--- src/rtl/dma_copy_master.sv ---
// dma_copy_master: bus initiator that copies a block of words from src to dst, one read then one write per word
module dma_copy_master #(
  parameter int         LEN_W       = 16,
  parameter logic [3:0] ACCESS_MASK = 4'b1111
) (
  input  logic             clk,
  input  logic             reset,
  input  logic             start,
  input  logic [31:0]      src_addr,
  input  logic [31:0]      dst_addr,
  input  logic [LEN_W-1:0] len_words,
  input  logic             abort,
  output logic             busy,
  output logic             done,
  output logic             err,
  output logic             aborted,
  output logic [LEN_W-1:0] words_done,
  output logic [31:0]      mem_addr,
  output logic [31:0]      mem_wrdata,
  output logic             mem_memwrite,
  output logic             mem_memread,
  output logic [3:0]       mem_sign_mask,
  input  logic [31:0]      mem_rddata,
  input  logic             mem_clk_stall
);
  typedef enum logic [2:0] {IDLE, RD_REQ, RD_WAIT, WR_REQ, WR_WAIT, DONE} state_t;
  state_t           r_state;
  logic [31:0]      r_src;
  logic [31:0]      r_dst;
  logic [LEN_W-1:0] r_len;
  logic             r_abort_pend;
  logic [LEN_W-1:0] w_next;
  logic             w_abort;
  assign w_next        = words_done + LEN_W'(1);
  assign w_abort       = r_abort_pend | abort;
  assign mem_sign_mask = ACCESS_MASK;
  // command sequencer; mem_wrdata doubles as the word buffer between read and write
  always_ff @(posedge clk or posedge reset) begin
    if (reset) begin
      r_state      <= IDLE;
      r_src        <= '0;
      r_dst        <= '0;
      r_len        <= '0;
      r_abort_pend <= 1'b0;
      busy         <= 1'b0;
      done         <= 1'b0;
      err          <= 1'b0;
      aborted      <= 1'b0;
      words_done   <= '0;
      mem_addr     <= '0;
      mem_wrdata   <= '0;
      mem_memwrite <= 1'b0;
      mem_memread  <= 1'b0;
    end else begin
      if (r_state != IDLE) r_abort_pend <= r_abort_pend | abort;
      case (r_state)
        IDLE: if (start) begin
          r_src        <= src_addr;
          r_dst        <= dst_addr;
          r_len        <= len_words;
          words_done   <= '0;
          aborted      <= 1'b0;
          r_abort_pend <= 1'b0;
          busy         <= 1'b1;
          err          <= |(src_addr[1:0] | dst_addr[1:0]);
          if (|(src_addr[1:0] | dst_addr[1:0]) || len_words == '0) begin
            done    <= 1'b1;
            r_state <= DONE;
          end else begin
            mem_memread <= 1'b1;
            mem_addr    <= src_addr;
            r_state     <= RD_REQ;
          end
        end
        RD_REQ: r_state <= RD_WAIT;
        RD_WAIT: if (!mem_clk_stall) begin
          mem_memread  <= 1'b0;
          mem_memwrite <= 1'b1;
          mem_addr     <= r_dst;
          mem_wrdata   <= mem_rddata;
          r_state      <= WR_REQ;
        end
        WR_REQ, WR_WAIT: if (!mem_clk_stall) begin
          mem_memwrite <= 1'b0;
          words_done   <= w_next;
          r_src        <= r_src + 32'd4;
          r_dst        <= r_dst + 32'd4;
          if (w_next == r_len || w_abort) begin
            aborted <= w_abort;
            done    <= 1'b1;
            r_state <= DONE;
          end else begin
            mem_memread <= 1'b1;
            mem_addr    <= r_src + 32'd4;
            r_state     <= RD_REQ;
          end
        end else r_state <= WR_WAIT;
        DONE: begin
          done    <= 1'b0;
          busy    <= 1'b0;
          r_state <= IDLE;
        end
        default: r_state <= IDLE;
      endcase
    end
  end
endmodule

--- config.mk ---
export PLATFORM = sky130hd
export DESIGN_NAME = dma_copy_master
export DESIGN_NICKNAME = d
export VERILOG_FILES = /design/src/rtl/dma_copy_master.sv
export SDC_FILE = /design/constraint.sdc
export NUM_CORES = 1
export LEC_CHECK = 0
export CAP_MARGIN = 20
export CORE_MARGIN = 4
export CORE_UTILIZATION = 52
export CTS_CLUSTER_DIAMETER = 30
export DETAILED_ROUTE_END_ITERATION = 6
export PLACE_DENSITY = 0.78
export RECOVER_POWER = 100
export SKIP_LAST_GASP = 1
export SYNTH_ARGS = -nofsm -noshare
export SYNTH_HDL_FRONTEND = slang
export SYNTH_SLANG_ARGS = --single-unit
--- constraint.sdc ---
create_clock -name clk -period 6.2 [get_ports clk]
set_clock_uncertainty 0.15 [all_clocks]
set_input_delay 0.93 -clock clk [delete_from_list [all_inputs] [get_ports clk]]
set_output_delay 0.93 -clock clk [all_outputs]
set_load 0.02 [all_outputs]
==> out/summary.md <==
The floorplan row count was 49. The run gives 43800 um as the wire length of the first global-routing pass. For the final count of pins violating max slew, the log shows 267. For this design the top-level I/O count stands at 207. In this run the vertical extent of the chip is 144 um. Summed over all cells, the static leakage comes to 5.04 nW.

At the end of the flow, the number of nets in the layout was 1333. Entering global routing, the biggest net connects 76 pins. Unique cell type count in the Yosys netlist: 65. TritonCTS built the clock tree. For the finished layout, the period the worst path requires is 4.88 ns. Once routing completed, OpenROAD measured the worst setup slack at 1.32 ns. The via density per instance is 5.96.

STA puts the critical path data required time at 6.33 ns. The tools report the routed wire length as 27600 um. Share of synthesized cell area in and, or, nand and nor gates: 0.193. Dividing the detail-routed wire length by the instance count gives 19.0 um.

Data arrives at the worst endpoint at 5.01 ns. The cell that appears most often on the critical path is sky130_fd_sc_hd__nor2_1. In this run, placement finished with an instance count of 1423.

The multiplexer share of the synthesized area came out at 0.0945. The highest attainable clock frequency was 205 MHz; the sequential share of power was 0.348. For the part of the total power dissipated in the clock network, the log shows 0.178. The cell at the slowest stage of the critical path is sky130_fd_sc_hd__nor2_1. The final cycle utilization of the critical path is 0.787, and the residual DRC count is 0. The pre-CTS worst setup slack was 2.32 ns. The total count of hold-check failures in the final report was 0; the area occupied by registers was 4250 um^2. The tools report the cell area after synthesis as 9580 um^2. Setup repair after global routing left no endpoint under its margin.

The setup path with the least slack is of type reg2reg. Summed over all failing endpoints, the final setup total negative slack is 0 ns. The fraction of synthesis flops using an asynchronous set or reset pin came out at 1.00. The delay of the slowest cell on the worst path came out at 1.26 ns.

The clock insertion delay at the later pin of the skew report was 0.43 ns; the area share of fa/ha/maj cells after synthesis was 0.00392. Total clock buffers created by CTS: 17. Counting flops with a built-in enable in the synthesized netlist gives 0.

Number of H-tree levels: 4. The buffer levels on the longest clock path is 2. Counting flops and latches in the post-synthesis netlist gives 170. The biggest area contributor in the post-synthesis netlist is sky130_fd_sc_hd__dfrtp_1. The tools report the part of the power in combinational logic as 0.474.

The global-route total usage across every layer is 0.268, and the net switching power figure is 2.59 mW. By count the netlist is led by sky130_fd_sc_hd__nand2_1 (179), sky130_fd_sc_hd__dfrtp_1 (170), sky130_fd_sc_hd__o21ai_0 (97). In this run the remaining antenna-violating nets after routing total 0. The run gives -1.31 as the headroom to the max-slew limit.

Summing all non-filler instances in the final layout gives an area of 12100 um^2. Most instantiated library cell after synthesis: sky130_fd_sc_hd__nand2_1. The count of TritonRoute iterations in the first routing pass was 5; the maximum fanout along the worst path was 31. The count of warnings emitted by yosys is 0, and the peak supply drop is 0.352 mV. The power density normalized to cell area works out to 500 nW/um^2. The logs give 3.48 mW for the internal power consumption and 19100 um for the half-perimeter wire length after placement.

The portion of the post-synthesis area used by sequential elements came out at 0.444. The worst setup path is captured at a flop. By area the synthesized netlist is led by sky130_fd_sc_hd__dfrtp_1 (44%), sky130_fd_sc_hd__nand2_1 (7.0%), sky130_fd_sc_hd__o21ai_0 (5.1%). The congestion estimate from routability-driven global placement came to 0.937.

The tools report the total of fill cells in the finished design as 1564. The tools report the number of antenna violations at the first check in global routing as 1. Summing all multi-input logic gate instances after layout gives 4860 um^2. The final reports fail on max-capacitance violations, max-slew violations. The width of the chip is 144 um, and the starting density of the core is 0.532. Relative to the synthesized area, the layout overhead comes to 26.5%.

The compound-cell area share of the yosys netlist was 0.176. The final cell count without fillers came out at 1454. Once the clock tree was built, the setup fixing pass inserted 0 buffers. The run gives 170 as the sink count of the clock tree. The worst-margin pin slew works out to 3.45 ns.

The tools report the total congestion overflow as 0. In the synthesized netlist, the number of instances is 1054. The number of buffer cells added on primary ports is 202. Setup violations remaining at the end of the flow were counted as 0.

The tools report the via count of the first global-routing pass as 8214. The area of the core was 18000 um^2. Type of origin of the critical path: a flop. The share of the synthesized netlist area taken by xor and xnor gates was 0.0457. The logs give 821 for the count of routing violations after the opening detailed-route iteration and 0 for the count of hold buffers inserted by post-cts repair. The top-area cell type share of the netlist area came out at 0.444.

Averaged over all synthesized cells, the footprint is 9.09 um^2. Walking the worst path, the cells encountered are nor2_1 > a22oi_2 > clkbuf_1 > nor2_1 > nor2_1 > buf_4 > a21oi_1 > nor2_1 > a21oi_1. The cell sitting at the root of the clock tree is a sky130_fd_sc_hd__clkbuf_16. For this run, the leading register cell type out of synthesis is sky130_fd_sc_hd__dfrtp_1. Clock-pin slew was measured on the worst setup and hold paths at 0.06 ns. The class of the tightest hold or removal check is reg2reg.

Main combinational cell family by area after synthesis: simple AND/OR/NAND/NOR gates. The switching power share of the total is 0.427. The area enclosed by the die boundary is 20700 um^2. After detailed placement, the total cell area comes to 11700 um^2.

Total vias in the final route: 8671. The run finished, with violations left. The share of final-layout standard cells stronger than drive strength 1 was 0.0670; the count of maximum capacitance violations was 7.

The post-cts sizing count was 0.
stage by stage:
step	util	hold WS [ns]	total power, mW
after detailed placement	0.647	0.318	5.18
final	0.672	0.326	6.06
after CTS	0.679	0.334	6.29
after global routing	0.672	0.360	6.50
after floorplan	-	0.296	4.10
after global placement	0.647	0.311	5.11
worst paths after layout:
path                             from        end  slack [ns]  cells past startpoint
min in group asynchronous       reset   r_len[3]        1.82                      2
max in group asynchronous       reset   r_src[7]        1.79                      3
max                        r_state[0]  r_src[27]        1.32                      9
min                               err        err        0.33                      2
max reg2reg                r_state[0]  r_src[27]        1.32                      9
min reg2reg                       err        err        0.33                      2
worst max-delay path, delay by kind of cell (launching register included):
kind	cells	cell delay [ns]
DFF	1	0.66
AOI/OAI and AO/OA	3	0.38
buffers and inverters	2	1.37
and+or+nand+nor	4	2.17
layer usage:
| layer | global-route usage | wire length [um] | up-vias |
|---|---|---|---|
| li1 | - | - | 4086 |
| met1 | 0.361 | 11600 | 4178 |
| met2 | 0.430 | 13100 | 375 |
| met3 | 0.0745 | 2420 | 32 |
| met4 | 0.0723 | 376 | 0 |
| met5 | 0 | 0 | - |
flip-flops by register name (all words and copies together), names as in the netlist:
register      count
mem_memread       1
r_dst            32
r_src            32
aborted           1
r_len            16
words_done       16
err               1
mem_memwrite      1
r_state           3
mem_addr         32
r_abort_pend      1
mem_wrdata       32
done              1
busy              1
power by group through the flow:
stage          logic (mW)  registers [mW]  clock network, mW
6_report             2.87            2.11               1.08
5_1_grt              3.17            2.18               1.15
4_1_cts              3.08            2.11               1.10
3_5_place_dp         3.06            2.12                  0
3_3_place_gp         3.00            2.11                  0
2_1_floorplan        1.83            2.27                  0
layout by cell type, fill, tap and decap left out, drive strengths merged, types with 19 or more instances in the layout:
master,Yosys,routed
nand2,179,179
dfrtp,170,170
clkdlybuf4s50,0,113
o21ai,101,101
dlygate4sd3,0,89
nor2,73,73
a21oi,65,65
mux2,64,64
nand3,41,41
a22oi,35,35
xnor2,31,31
and3,27,27
clkbuf,57,23
xor2,19,19
kinds of logic after synthesis:
| logic type | count (synthesis) |
|---|---|
| xor gates and xnor gates | 50 |
| adders and majority gates | 3 |
| other | 1 |
| and+or+nand+nor | 392 |
| muxes | 75 |
| DFF | 170 |
| AOI/OAI and AO/OA | 277 |
| buffers and inverters | 86 |
layout make-up:
type / instances / area share
diodes: 1 / 0.000206
clock buffers: 19 / 0.0357
clock inverters: 11 / 0.0123
inverters: 9 / 0.00289
multi-input cells: 801 / 0.401
flip-flops and latches: 170 / 0.351
well taps: 229 / 0.0236
repair buffers: 214 / 0.173
Note: power is estimated with default switching activity, not from simulation.
